--- src/rtl/pipeline_hazard_ctrl.sv ---
// Stall/flush sequencer for the 5-stage pipeline: load-use bubbles, EX redirects,
// data-memory wait freezes, a memory watchdog and saturating performance counters.
module pipeline_hazard_ctrl #(
  parameter int CNT_W       = 16,
  parameter int MEM_TIMEOUT = 64
) (
  input  logic             clk,
  input  logic             rstn,
  input  logic [4:0]       id_rs1,
  input  logic [4:0]       id_rs2,
  input  logic             id_uses_rs1,
  input  logic             id_uses_rs2,
  input  logic [4:0]       ex_rd,
  input  logic             ex_memread,
  input  logic             ex_redirect,
  input  logic [31:0]      ex_target,
  input  logic             mem_req,
  input  logic             dmem_ready,
  output logic             pc_stall,
  output logic             ifid_stall,
  output logic             ifid_flush,
  output logic             idex_stall,
  output logic             idex_flush,
  output logic             exmem_stall,
  output logic             memwb_flush,
  output logic             pc_redirect,
  output logic [31:0]      pc_target,
  output logic             mem_timeout_err,
  output logic [CNT_W-1:0] stall_count,
  output logic [CNT_W-1:0] flush_count,
  output logic             dbg_state
);

  typedef enum logic {
    RUN      = 1'b0,
    MEM_WAIT = 1'b1
  } state_t;

  // The first wait cycle is spent in RUN, so the counter trips two below the limit.
  localparam logic [7:0] WAIT_TRIP = 8'(MEM_TIMEOUT - 2);

  state_t           state_q, state_d;
  logic [7:0]       wait_cnt_q;
  logic             err_q;
  logic [CNT_W-1:0] stall_cnt_q;
  logic [CNT_W-1:0] flush_cnt_q;
  logic             mem_hold;
  logic             load_use;

  assign mem_hold = mem_req & ~dmem_ready;
  assign load_use = ex_memread & (ex_rd != 5'd0) &
                    ((id_uses_rs1 & (id_rs1 == ex_rd)) |
                     (id_uses_rs2 & (id_rs2 == ex_rd)));

  always_comb begin
    state_d = state_q;
    case (state_q)
      RUN:      if (mem_hold) state_d = MEM_WAIT;
      MEM_WAIT: if (!mem_req || dmem_ready) state_d = RUN;
      default:  state_d = RUN;
    endcase
  end

  // Controls are forced low while reset is held so downstream registers see no stray holds.
  always_comb begin
    pc_stall    = 1'b0;
    ifid_stall  = 1'b0;
    ifid_flush  = 1'b0;
    idex_stall  = 1'b0;
    idex_flush  = 1'b0;
    exmem_stall = 1'b0;
    memwb_flush = 1'b0;
    pc_redirect = 1'b0;
    pc_target   = 32'd0;
    if (rstn) begin
      if (mem_hold) begin
        pc_stall    = 1'b1;
        ifid_stall  = 1'b1;
        idex_stall  = 1'b1;
        exmem_stall = 1'b1;
        memwb_flush = 1'b1;
      end else if (ex_redirect) begin
        pc_redirect = 1'b1;
        pc_target   = ex_target;
        ifid_flush  = 1'b1;
        idex_flush  = 1'b1;
      end else if (load_use) begin
        pc_stall   = 1'b1;
        ifid_stall = 1'b1;
        idex_flush = 1'b1;
      end
    end
  end

  always_ff @(posedge clk or negedge rstn) begin
    if (!rstn) begin
      state_q     <= RUN;
      wait_cnt_q  <= 8'd0;
      err_q       <= 1'b0;
      stall_cnt_q <= '0;
      flush_cnt_q <= '0;
    end else begin
      state_q <= state_d;
      if (state_q == MEM_WAIT && state_d == MEM_WAIT) begin
        if (wait_cnt_q != 8'hFF) wait_cnt_q <= wait_cnt_q + 8'd1;
      end else begin
        wait_cnt_q <= 8'd0;
      end
      if (state_q == MEM_WAIT && mem_hold && wait_cnt_q == WAIT_TRIP) err_q <= 1'b1;
      if (pc_stall && stall_cnt_q != '1) stall_cnt_q <= stall_cnt_q + CNT_W'(1);
      if (pc_redirect && flush_cnt_q != '1) flush_cnt_q <= flush_cnt_q + CNT_W'(1);
    end
  end

  assign mem_timeout_err = err_q;
  assign stall_count     = stall_cnt_q;
  assign flush_count     = flush_cnt_q;
  assign dbg_state       = state_q;

endmodule

--- config.mk ---
export PLATFORM = sky130hd
export DESIGN_NAME = pipeline_hazard_ctrl
export DESIGN_NICKNAME = d
export VERILOG_FILES = /design/src/rtl/pipeline_hazard_ctrl.sv
export SDC_FILE = /design/constraint.sdc
export NUM_CORES = 1
export LEC_CHECK = 0
export CORE_ASPECT_RATIO = 0.6
export CORE_MARGIN = 1.5
export CORE_UTILIZATION = 25
export CTS_CLUSTER_SIZE = 40
export DETAILED_ROUTE_END_ITERATION = 12
export GPL_TIMING_DRIVEN = 1
export HOLD_SLACK_MARGIN = 0.03
export PLACE_DENSITY_LB_ADDON = 0.08
export SLEW_MARGIN = 0
export SYNTH_ARGS = -nofsm -noshare
export SYNTH_HDL_FRONTEND = slang
export SYNTH_SLANG_ARGS = --single-unit
export TNS_END_PERCENT = 10
--- constraint.sdc ---
create_clock -name clk -period 3.44 [get_ports clk]
set_clock_uncertainty 0.05 [all_clocks]
set_input_delay 0.516 -clock clk [delete_from_list [all_inputs] [get_ports clk]]
set_output_delay 0.516 -clock clk [all_outputs]
set_load 0.01 [all_outputs]
Yosys cells after proc, flatten, opt, wreduce, memory -nomap -nowiden
Index checks and enable logic that the tools add are counted.
{"block": "classes", "eq_ne": 7, "reduce_logical": 8, "mux": 19, "add_sub_neg": 3, "bitwise_logic": 8}
{"op": "$mux W32", "n": 3}
{"op": "$add A16 B1 Y16 const B", "n": 2}
{"op": "$ne A16 B16 Y1 const B", "n": 2}
{"op": "$mux W8", "n": 2}
{"op": "$mux W1", "n": 13}
{"op": "$eq A5 B5 Y1", "n": 2}
{"op": "$add A8 B1 Y8 const B", "n": 1}
{"op": "$eq A8 B6 Y1 const B", "n": 1}
{"op": "$ne A8 B8 Y1 const B", "n": 1}
{"op": "$and A1 B1 Y1", "n": 5}
{"op": "$logic_and A1 B1 Y1", "n": 5}
{"op": "$reduce_bool A5 Y1", "n": 1}
{"op": "$ne A2 B1 Y1 const B", "n": 1}
{"op": "$not A1 Y1", "n": 2}
{"op": "$pmux W1 S2", "n": 1}
{"op": "$logic_not A1 Y1", "n": 1}
{"op": "$logic_or A1 B1 Y1", "n": 1}
{"op": "$or A1 B1 Y1", "n": 1}
{"block": "totals", "out_inout_bits": 74, "in_bits": 55, "ff_bits": 42}

Longest topological paths before layout
Gate-level depths: netlist of run 1.
{"block": "depth", "ltp_word": 9, "mapped_depth": 8, "mapped_depth_nobuf": 7}

Worst setup path before layout of run 1
Ideal clock, no wire load.
{"block": "synth_path", "path_type": "input -> output", "start": "in ex_rd[3]", "end": "out pc_stall", "arrival_ns": 1.715, "cell_stages": 5, "slack_ns": 1.159, "required_time_ns": 2.874, "path_cell_list": "xor2_1 -> nor4_1 -> a32oi_1 -> o21ai_1 -> buf_4"}
{"block": "synth_between", "elab_chain_cells": 8}
{"item": "start: declaration", "line": "13", "rtl": "input logic [4:0] ex_rd,"}
{"item": "$eq A5 B5 Y1, on equally long branches", "line": "52, 53"}
{"item": "$and A1 B1 Y1, on equally long branches", "line": "52, 53"}
{"item": "$or A1 B1 Y1", "line": "52", "rtl": "((id_uses_rs1 & (id_rs1 == ex_rd)) |"}
{"item": "$and A1 B1 Y1 *", "line": "51", "rtl": "assign load_use = ex_memread & (ex_rd != 5'd0) &"}
{"item": "$mux W1 * (4 in series)"}
{"item": "end: declaration", "line": "19", "rtl": "output logic pc_stall,"}
Every way passes the cells marked *; elsewhere a longest branch is shown, timed or not.

Final worst setup path of run 1
{"block": "layout_path", "start": "in ex_rd[4]", "end": "out idex_flush"}
{"block": "layout_between", "elab_chain_cells": 8}
{"item": "$eq A5 B5 Y1, on equally long branches", "line": "52, 53"}
{"item": "$and A1 B1 Y1, on equally long branches", "line": "52, 53"}
{"item": "$or A1 B1 Y1", "line": "52"}
{"item": "$and A1 B1 Y1 *", "line": "51"}
{"item": "$mux W1 *", "line": "87", "rtl": "end else if (load_use) begin"}
{"item": "$mux W1 *", "line": "82", "rtl": "end else if (ex_redirect) begin"}
{"item": "$mux W1 *", "line": "76", "rtl": "if (mem_hold) begin"}
{"item": "$mux W1 *", "line": "75", "rtl": "if (rstn) begin"}
{"item": "end: declaration", "line": "23", "rtl": "output logic idex_flush,"}
Marked as above.

==> summary.md, run 1 <==
Among all flip-flop cells after synthesis, the most frequent one is sky130_fd_sc_hd__dfrtp_1. In this run the deepest clock path goes through 2 buffers. The max capacitance violation total was 0; the count of distinct cell types in the synthesized netlist was 39. The fraction of layout instances using a drive strength above 1 is 0.0556. For the number of setup violations in the final report, the log shows 0. After routing the design area is 4000 sq um.

The tools report the placed cell count as 499. In this run the most critical hold path is launched from mem_timeout_err$_DFFE_PN0P_. The instance area after placement is 3820 sq um. The xor and xnor area share after synthesis is 0.153. The run finished with clean final reports. The overall fraction of global-route tracks in use came out at 0.140. The number of iterations in the first detailed-routing pass is 4, and the netlist area before placement is 2410 sq um.

The power density of the placed cells works out to 396 nW/um^2. The number of antenna diodes in the final layout is 0. The floorplan step defined a core boundary enclosing 9260 sq um.

The ratio of final minimum period to clock period is 0.922, and the hold path depth is 1. The number of setup buffers added after CTS is 0. The kind of end point of the critical path is an output pin. The die covers 10200 sq um. Each instance of the synthesized netlist takes up on average 9.82 sq um. The routed length per placed instance came out at 13.6 um. The logs give 129 for the number of I/O pins and 0 for the remaining routing DRC violations. Summed over all layers, the global routing overflow is 0. Number of placement rows: 27.

The arrival time of data at the critical path endpoint is 2.61 ns, and the die height is 79.0 um. Clock tree synthesis found a total of 42 sinks. The routed design has 6.92 mm of wire. The detailed placer's ending HPWL was 5.48 mm; the post-route antenna net violation count was 0. VDD sags by at most 0.274 mV. Leaving out fill and tap cells, the most frequent cells in the layout are sky130_fd_sc_hd__clkdlybuf4s50_1 (127), sky130_fd_sc_hd__dfrtp_1 (42), sky130_fd_sc_hd__and2_1 (32). Entering global routing, the biggest net connects 37 pins.

The detailed router's first-iteration violation count was 68. The first global-routing pass estimated 11.0 mm of wire. The startpoint type of the worst setup path is a primary input.

Setup slack on the worst reg-to-reg path comes out at 1.09 ns. Leaving out fill and tap cells, the most frequent cell in the layout is sky130_fd_sc_hd__clkdlybuf4s50_1. Summing internal, switching and leakage power gives 1.58 mW. The tools report the starting density of the core as 0.260.

Initial antenna violation count: 0. After clock tree synthesis, the repair step resized 0 gates. The worst path required time came out at 2.87 ns.

The tools report the clock buffer count from CTS as 5. The congestion estimate from routability-driven global placement came to 0.795. The area share of and/or/nand/nor cells after synthesis was 0.280; the clock insertion delay at the later pin of the skew report was 0.29 ns. The path depth of the worst reg2reg path was 6; the leakage power of the design was 1.68 nW.

During placement, the flow inserted port buffers numbering 128. In this run the worst path has a maximum fanout of 3. The tools report the maximum achievable frequency as 0.315 GHz. The synthesized design contains 0 enable-type register cells. The tools report the synthesis warning total as 0.

After synthesis, the largest family of logic cells by area is simple AND/OR/NAND/NOR gates. The setup path with the least slack is of type primary input to output pin. The logs give 2072 for the via count of the first global-routing pass and 2157 for the total number of vias. The max-slew violation count is 0. For the post-route setup TNS, the log shows 0 ns.

The hold violation count in the final report is 0, and the area growth from synthesis to layout is 66.2%. TritonCTS built the clock tree. The register area share after synthesis is 0.437. The tools report the CTS H-tree depth as 2. The number of nets handed over by synthesis was 304. Setup repair after global routing left no endpoint under its margin. Post-synthesis mux area share: 0.0109.

Using the TritonRoute via totals, the vias-per-cell ratio works out to 4.25. The destination of the worst hold path is mem_timeout_err$_DFFE_PN0P_. Post-synthesis cell count: 245. The horizontal die dimension is 130 um, and the non-filler instance count after layout is 508. The clock-pin slew on the worst setup and hold paths works out to 0.06 ns. The proportion of synthesized flip-flops having asynchronous set or reset was 1.00.

The net count of the finished layout is 436. Synthesis inferred 42 register bits. The arithmetic-cell share of the synthesized area counting full adders, half adders and majority gates works out to 0.0208.

The path class of the lowest-slack min-delay path was register to register. Final period demand of the worst path: 3.17 ns. The worst register-to-register path ends at stall_count[1]$_DFFE_PN0P_. Max-slew headroom at the worst pin: 0.650. The worst register-to-register path begins at stall_count[0]$_DFFE_PN0P_. The compound-gate portion of the synthesized area works out to 0.0676.

CTS root buffer: sky130_fd_sc_hd__clkbuf_16. For the share of the core filled with cells, the log shows 0.432. For the pin with the worst max-slew slack, the measured transition is 0.525 ns.
-- metal layers --
metal	GRT usage	up-vias	wire length, um
met5	0	-	0
met2	0.177	34	2790
li1	-	1103	-
met4	0.0422	0	74
met3	0.0364	7	253
met1	0.223	1013	3800
-- through the flow --
| step | setup WS, ns | hold WS [ns] |
|---|---|---|
| finish | 0.267 | 0.419 |
| global placement | 0.294 | 0.297 |
| detailed placement | 0.213 | 0.293 |
| floorplan | 1.16 | 0.170 |
| CTS | 0.199 | 0.423 |
| global route | 0.0921 | 0.446 |
-- timing repair --
item	4_1_cts	5_1_grt
hold buffers	1	0
setup endpoints to repair	0	0
endpoints found under the hold margin	1	0
-- registers in the layout, indices dropped and copies added, names as in the netlist --
register,cells
dbg_state,1
flush_count,16
stall_count,16
wait_cnt_q,8
mem_timeout_err,1
-- cell type report --
class | count | area (sq um)
inverter | 6 | 22.5
clock inverter | 2 | 37.5
timing repair buffer | 133 | 1320
multi-input combinational | 189 | 1280
tap | 130 | 163
clock buffer | 6 | 129
sequential | 42 | 1050
fill | 919 | 5260
-- cell usage after synthesis, types with 2 or more instances --
master                      n  share of area
sky130_fd_sc_hd__nor2_1    19          0.030
sky130_fd_sc_hd__clkbuf_1   3         0.0047
sky130_fd_sc_hd__nand4_1   11          0.029
sky130_fd_sc_hd__xor2_1    26          0.095
sky130_fd_sc_hd__and2_1    32          0.083
sky130_fd_sc_hd__nor3_1     4         0.0083
sky130_fd_sc_hd__a41oi_1    2         0.0073
sky130_fd_sc_hd__dfrtp_1   42           0.44
sky130_fd_sc_hd__nor4_1     3         0.0078
sky130_fd_sc_hd__buf_4      4          0.012
sky130_fd_sc_hd__o21ai_0    4         0.0083
sky130_fd_sc_hd__a31oi_1    5          0.013
sky130_fd_sc_hd__xnor2_1   16          0.058
sky130_fd_sc_hd__and3_1     7          0.018
sky130_fd_sc_hd__inv_1      6         0.0094
sky130_fd_sc_hd__nand2_1   21          0.033
sky130_fd_sc_hd__nor3_2     2         0.0083
sky130_fd_sc_hd__nand3_1   13          0.027
sky130_fd_sc_hd__ha_1       4          0.021
sky130_fd_sc_hd__and4_1     2         0.0073
-- worst max-delay path: stages --
cell,delay [ns]
sky130_fd_sc_hd__clkdlybuf4s50_1,0.47
sky130_fd_sc_hd__xor2_1,0.19
sky130_fd_sc_hd__nor4_1,0.34
sky130_fd_sc_hd__a32oi_1,0.20
sky130_fd_sc_hd__o21ai_0,0.19
sky130_fd_sc_hd__and3_1,0.17
sky130_fd_sc_hd__clkdlybuf4s50_1,0.53
-- how the worst max path moves through the flow --
stage	end	start
6_report	idex_flush	ex_rd[4]
3_5_place_dp	pc_stall	ex_rd[4]
2_1_floorplan	pc_stall	ex_rd[3]
5_1_grt	idex_flush	ex_rd[2]
4_1_cts	pc_stall	ex_rd[4]
3_3_place_gp	idex_flush	ex_rd[2]
-- power breakdown --
group          total, mW  internal, mW  switching [mW]
combinational      0.411         0.254           0.157
clock              0.538         0.343           0.195
sequential         0.634         0.553          0.0811
-- cell families (layout without fill, tap and decap cells) --
| logic type | Yosys count | count (layout) |
|---|---|---|
| and+or+nand+nor | 121 | 121 |
| xor gates and xnor gates | 42 | 42 |
| DFF | 42 | 42 |
| AOI/OAI and AO/OA | 20 | 20 |
| buffers and inverters | 14 | 147 |
| adders and majority gates | 4 | 4 |
| muxes | 2 | 2 |
Note: power is estimated with default switching activity, not from simulation.
==> inputs of run 2 (changes only) <==
--- a/config.mk
+++ b/config.mk
@@ -13,6 +13,7 @@
 export GPL_TIMING_DRIVEN = 1
 export HOLD_SLACK_MARGIN = 0.03
 export PLACE_DENSITY_LB_ADDON = 0.08
+export REMOVE_ABC_BUFFERS = 1
 export SLEW_MARGIN = 0
 export SYNTH_ARGS = -nofsm -noshare
 export SYNTH_HDL_FRONTEND = slang
==> summary.md, run 2 (synthesis results as in run 1) <==
The arrival time of data at the critical path endpoint is 2.69 ns (+0.08 ns). The clock group share of total power is 0.310 (-0.030). The setup path with the least slack is of type primary input to output pin. The routed length per placed instance was 14.8 um (+8.8%). TritonCTS built the clock tree. The path depth of the worst reg2reg path was 6 (unchanged).

The maximum achievable frequency is 0.307 GHz (-2.5%), and the total number of vias is 2231 (+3.4%). The CTS H-tree depth is 2 (unchanged). The flow ran to the end, and the final reports show no timing, DRC or antenna violations. The tools report the clock buffer count from CTS as 5 (unchanged). The path class of the lowest-slack min-delay path was primary input to async pin. Final period demand of the worst path: 3.25 ns (+0.0803 ns).

The number of buffers on the longest clock path is 2 (unchanged), and the share of total power in combinational logic is 0.274 (+0.014). The number of cells on the critical path works out to 6 (-1). The startpoint of the worst-slack reg-to-reg timing path was stall_count[0]$_DFFE_PN0P_.

The met3 track demand over resource was 0.0357 (-0.000674). For the switching component of the power, the log shows 0.425 mW (-1.8%). The slack of the critical path was 0.187 ns (-0.0803 ns). The footprint of the multi-input gates was 1280 sq um (unchanged).

Most crowded layer after global routing: met2. The tools report the number of placement rows as 27 (unchanged). The run gives 0.210 (+0.0333) as the met2 track demand over resource in global routing.

The commonest non-fill, non-tap cell in the layout was sky130_fd_sc_hd__clkdlybuf4s50_1. The horizontal die dimension was 130 um (unchanged); the starting density of the core was 0.260 (unchanged). The signal on the critical path passes through clkdlybuf4s50_1 -> xor2_1 -> nor4_1 -> a32oi_1 -> o21ai_1 -> clkdlybuf4s50_1.

The logs give 1.52 mW (-3.9%) for the overall power consumption and 0 (unchanged) for the post-cts repair resize count. The met1 routing resource usage after global routing was 0.204 (-0.0186). The leakage power of the design is 1.67 nW (-0.52%), and the max-slew violation count is 0 (unchanged). The ratio of final minimum period to clock period is 0.946 (+0.0233), and the area taken by flip-flops and latches is 1050 sq um (unchanged). For the first-pass GRT wire length, the log shows 11.2 mm (+1.5%).

For the post-route setup TNS, the log shows 0 ns (unchanged). The buffering stage count on the worst path with inverters included is 2 (unchanged). The library cells used most frequently in the layout, excluding fill and tap cells, are sky130_fd_sc_hd__clkdlybuf4s50_1 (127), sky130_fd_sc_hd__dfrtp_1 (42), sky130_fd_sc_hd__and2_1 (32). The quantity of I/O buffers inserted on ports is 128 (unchanged). The largest net degree at the start of global routing is 43 (+16%). The tools report the via count of the first global-routing pass as 2067 (-0.24%). Terminus of the critical flop-to-flop path: stall_count[1]$_DFFE_PN0P_. The run gives 9260 sq um (unchanged) as the area inside the core boundary. The kind of cell with the highest combined delay along the critical path is buffers and inverters. The worst-path cell with the longest stage delay was sky130_fd_sc_hd__clkdlybuf4s50_1.

For the net count reported at finish, the log shows 434 (-0.46%). The startpoint type of the worst setup path is a primary input. The logs give 0.416 (+0.016) for the share of total power in sequential cells and 2.87 ns (about the same) for the worst path required time. The run gives 4 (unchanged) as the number of iterations in the first detailed-routing pass. The tools report the weighted congestion reported at the end of routability-driven placement as 0.787 (-0.98%). The tools report the diode insertion count for antenna repair as 0 (unchanged). Max-slew headroom at the worst pin: 0.608 (-0.0416). The fraction of layout instances using a drive strength above 1 came out at 0.0532 (-0.00236). The biggest cell delay along the critical path works out to 0.60 ns (+0.07 ns).

The tools report the worst vdd rail ir drop as 0.275 mV (+0.36%). The area enclosed by the die boundary is 10200 sq um (unchanged), and the post-route antenna net violation count is 0 (unchanged). The power density of the placed cells came out at 383 nW/um^2 (-3.3%). The logs give 0.383 ns (-0.0358 ns) for the worst hold slack and 0 (unchanged) for the number of setup violations in the final report. The internal portion of total power came out at 1.10 mW (-4.7%). The overall fraction of global-route tracks in use was 0.143 (+0.00306); the number of I/O pins was 129 (unchanged).

The die height was 79.0 um (unchanged); the total wire length was 7.50 mm (+8.4%). The clock-pin slew on the worst setup and hold paths is 0.06 ns (about the same), and the clock insertion delay at the later pin of the skew report is 0.28 ns (about the same). The post-CTS setup buffer count was 0 (unchanged). For the slack of the worst reg-to-reg path, the log shows 1.09 ns (about the same).

Count of clock tree sinks: 42 (unchanged). The detailed placer's ending HPWL was 5.82 mm (+6.3%); the switching share of power was 0.280 (+0.00589). For the max capacitance violation total, the log shows 0 (unchanged). Setup repair after global routing left no endpoint under its margin.

In this run the clock root is driven by a sky130_fd_sc_hd__clkbuf_16. The run gives 0 (unchanged) as the initial antenna violation count. The tools report the remaining routing DRC violations as 0 (unchanged). Ratio of routed vias to standard cells: 4.41 (+3.8%). The remaining global-route overflow is 0 (unchanged), and the layout filler cell count is 934 (+1.6%).

The hold violation count in the final report was 0 (unchanged); the slew at the pin closest to its max-slew limit was 0.585 ns (+0.0596 ns). The worst setup path is captured at an output pin. Counting stages on the worst path, the most repeated cell is sky130_fd_sc_hd__clkdlybuf4s50_1.

The area growth from synthesis to layout was 65.2%. The maximum fanout count along the critical path is 3 (unchanged), and the post-placement worst setup slack is 0.182 ns (-0.0310 ns). For the detailed router's first-iteration violation count, the log shows 110 (+62%).

The tools report the hold-fix buffer count after cts as 0 (-1).
## run 2: worst max path at each step
stage | start | to | slack (ns)
after floorplan | ex_rd[3] | ifid_stall | 1.27
after global placement | ex_rd[3] | idex_flush | 0.26
after detailed placement | ex_rd[2] | idex_flush | 0.18
after CTS | ex_rd[2] | idex_flush | 0.18
after global routing | ex_rd[2] | idex_flush | 0.1
final | ex_rd[3] | pc_stall | 0.19
## run 2: stage by stage
step	utilization	std cells	cell area, sq um
global route	0.429	506	3980
detailed placement	0.413	498	3830
finish	0.429	506	3980
CTS	0.429	506	3980
floorplan	-	237	2350
global placement	0.413	498	3830
## run 2: power groups by stage
stage               Combinational [mW]  Sequential [mW]  Clock, mW
floorplan                        0.133            0.653          0
finish                           0.416            0.633      0.472
CTS                              0.425            0.634      0.489
global placement                 0.421            0.640          0
detailed placement               0.422            0.642          0
global route                     0.455            0.647      0.509
## run 2: area by class of cell
type                            count  area share
Clock inverter                      1     0.00126
Sequential cell                    42       0.264
Inverter                            6     0.00567
Clock buffer                        7      0.0359
Multi-Input combinational cell    189       0.322
Tap cell                          130      0.0409
Timing Repair Buffer              131       0.330
## run 2: layer usage
metal / part of all wire / vias up
met2: 0.41 / 75
met1: 0.50 / 1047
li1: - / 1101
met4: 0.012 / 0
met5: 0 / -
met3: 0.075 / 8
==> inputs of run 3 (changes only) <==
--- a/config.mk
+++ b/config.mk
@@ -5,13 +5,13 @@
 export SDC_FILE = /design/constraint.sdc
 export NUM_CORES = 1
 export LEC_CHECK = 0
-export CORE_ASPECT_RATIO = 0.6
 export CORE_MARGIN = 1.5
 export CORE_UTILIZATION = 25
 export CTS_CLUSTER_SIZE = 40
 export DETAILED_ROUTE_END_ITERATION = 12
 export GPL_TIMING_DRIVEN = 1
 export HOLD_SLACK_MARGIN = 0.03
+export MAX_ROUTING_LAYER = met4
 export PLACE_DENSITY_LB_ADDON = 0.08
 export REMOVE_ABC_BUFFERS = 1
 export SLEW_MARGIN = 0
==> summary.md, run 3 (synthesis results as in run 1) <==
The flow ran to the end, and the final reports show no timing, DRC or antenna violations. The tools report the area inside the core boundary as 9280 sq um (+0.30%). CTS placed an instance of sky130_fd_sc_hd__clkbuf_8 at the clock tree root. The tools report the number of placement rows as 35 (+30%).

The power density of the placed cells was 352 nW/um^2 (-8.0%). The fraction of layout instances using a drive strength above 1 is 0.0556 (+0.00236), and the worst vdd rail ir drop is 0.266 mV (-3.6%). The run gives 0 (unchanged) as the remaining routing DRC violations. The worst setup path is captured at an output pin. The run gives 3820 sq um (-0.16%) as the instance area after placement.

The max-slew violation count is 0 (unchanged), and the routed length per placed instance is 13.1 um (-11%). The via count of the first global-routing pass is 2060 (-0.34%). The run gives 2.87 ns (about the same) as the worst path required time.

The number of buffers on the longest clock path was 2 (unchanged); the maximum achievable frequency was 0.317 GHz (+3.3%). In the layout the commonest cells are sky130_fd_sc_hd__clkdlybuf4s50_1 (127), sky130_fd_sc_hd__dfrtp_1 (42), sky130_fd_sc_hd__and2_1 (32). STA classifies the critical path startpoint as a primary input. The share of total power in sequential cells is 0.458 (+0.042), and the number of setup violations in the final report is 0 (unchanged). The leakage power of the design is 1.65 nW (-1.2%). Ratio of routed vias to standard cells: 4.38 (-0.73%). The slew at the pin closest to its max-slew limit was 0.569 ns (-0.0155 ns). The setup path with the least slack is of type primary input to output pin.

The tools report the area enclosed by the die boundary as 10200 sq um (-0.18%). The quantity of I/O buffers inserted on ports works out to 128 (unchanged). The tools report the clock buffer count from CTS as 5 (unchanged). The die height is 101 um (+28%), and the max capacitance violation total is 0 (unchanged). The run gives 0 (unchanged) as the hold violation count in the final report. The run gives 3930 sq um (-1.2%) as the final design instance area without fill. The total wire length was 6.67 mm (-11%); the horizontal die dimension was 101 um (-22%). The switching share of power is 0.296 (+0.0168), and the max-slew headroom at the worst pin is 0.619 (+0.0104). The count of clock tree sinks is 42 (unchanged), and the overall fraction of global-route tracks in use is 0.135 (-0.00828). The detailed placer's ending HPWL is 5.27 mm (-9.4%).

TritonCTS built the clock tree. The weighted congestion reported at the end of routability-driven placement was 0.726 (-7.8%); the arrival time of data at the critical path endpoint was 2.58 ns (-0.11 ns). The total number of vias is 2219 (-0.54%).

The post-route setup TNS was 0 ns (unchanged); the final period demand of the worst path was 3.15 ns (-0.103 ns). The layout filler cell count was 942 (+0.86%). The tools report the number of I/O pins as 129 (unchanged).

The commonest non-fill, non-tap cell in the layout was sky130_fd_sc_hd__clkdlybuf4s50_1. Relative to the synthesized area, the layout overhead comes to 63.2%. The run gives 0 (unchanged) as the initial antenna violation count. Setup repair after global routing left no endpoint under its margin. The number of iterations in the first detailed-routing pass is 4 (unchanged). The logs give 1.38 mW (-9.2%) for the overall power consumption and 0.423 (-0.00653) for the share of the core filled with cells. The CTS H-tree depth was 2 (unchanged); the diode insertion count for antenna repair was 0 (unchanged). The internal portion of total power is 0.972 mW (-11%), and the hold-fix buffer count after cts is 1 (+1).

The clock-pin slew on the worst setup and hold paths is 0.08 ns (+0.02 ns), and the post-route antenna net violation count is 0 (unchanged). The run gives 10.4 mm (-6.8%) as the first-pass GRT wire length. The run gives 436 (+0.46%) as the net count reported at finish. For the clock group share of total power, the log shows 0.242 (-0.068).

The remaining global-route overflow was 0 (unchanged). The run gives 0.259 (-0.000771) as the starting density of the core. The switching component of the power is 0.409 mW (-3.7%), and the post-cts repair resize count is 0 (unchanged).

The path class of the tightest hold or removal check is register to register. The maximum fanout count along the critical path was 3 (unchanged). The ratio of final minimum period to clock period is 0.916 (-0.0299), and the detailed router's first-iteration violation count is 47 (-57%).

The post-CTS setup buffer count was 0 (unchanged); the largest net degree at the start of global routing was 37 (-14%). The placed cell count was 498 (unchanged); the share of total power in combinational logic was 0.300 (+0.026). The non-filler instance count after layout was 507 (+0.20%); the clock insertion delay at the later pin of the skew report was 0.29 ns (about the same).
[run 3: cell types whose count changed in the layout (fill, tap and decap cells not counted), sizes merged]
cell | before | now
dlygate4sd3 | 0 | 1
inv | 6 | 7
buf | 4 | 5
clkinv | 1 | 0
[run 3: final cells by class]
cell class	instances	area, sq um	share of cell area
timing repair buffer	133	1320	0.335
tap	129	161	0.0411
inverter	6	22.5	0.00574
multi-input combinational	189	1280	0.326
clock buffer	7	86.3	0.0220
clock inverter	1	8.76	0.00223
sequential	42	1050	0.268
[run 3: per-stage QoR]
stage	hold WS (ns)	setup slack (ns)
2_1_floorplan	0.170	1.27
3_3_place_gp	0.342	0.290
3_5_place_dp	0.337	0.291
4_1_cts	0.435	0.285
5_1_grt	0.453	0.188
6_report	0.428	0.289
[run 3: per-layer routing]
layer | vias up | track usage | wire length [um]
met5 | - | - | 0
met2 | 56 | 0.224 | 3410
met1 | 1056 | 0.163 | 2860
li1 | 1099 | - | -
met3 | 8 | 0.0305 | 328
met4 | 0 | 0.0417 | 68
[run 3: final timing paths]
| path | start | cells past startpoint | slack, ns | end |
|---|---|---|---|---|
| min in group asynchronous | rstn | 2 | 0.57 | stall_count[11]$_DFFE_PN0P_ |
| setup / recovery | ex_rd[3] | 7 | 0.29 | idex_flush |
| setup reg to reg | stall_count[0]$_DFFE_PN0P_ | 6 | 1.13 | stall_count[1]$_DFFE_PN0P_ |
| hold / removal | mem_timeout_err$_DFFE_PN0P_ | 1 | 0.43 | mem_timeout_err$_DFFE_PN0P_ |
| max in group asynchronous | rstn | 3 | 2.22 | flush_count[2]$_DFFE_PN0P_ |
| hold reg to reg | mem_timeout_err$_DFFE_PN0P_ | 1 | 0.43 | mem_timeout_err$_DFFE_PN0P_ |
[run 3: critical path, cell delays in order]
cell,delay (ns)
sky130_fd_sc_hd__clkdlybuf4s50_1,0.46
sky130_fd_sc_hd__xor2_1,0.18
sky130_fd_sc_hd__nor4_1,0.29
sky130_fd_sc_hd__a32oi_1,0.23
sky130_fd_sc_hd__o21ai_0,0.19
sky130_fd_sc_hd__and3_1,0.16
sky130_fd_sc_hd__clkdlybuf4s50_1,0.54
[run 3: power by group through the flow]
| stage | combinational (mW) | sequential [mW] | clock, mW |
|---|---|---|---|
| 2_1_floorplan | 0.133 | 0.653 | 0 |
| 3_3_place_gp | 0.415 | 0.641 | 0 |
| 3_5_place_dp | 0.418 | 0.641 | 0 |
| 4_1_cts | 0.420 | 0.634 | 0.353 |
| 5_1_grt | 0.452 | 0.646 | 0.380 |
| 6_report | 0.414 | 0.633 | 0.335 |
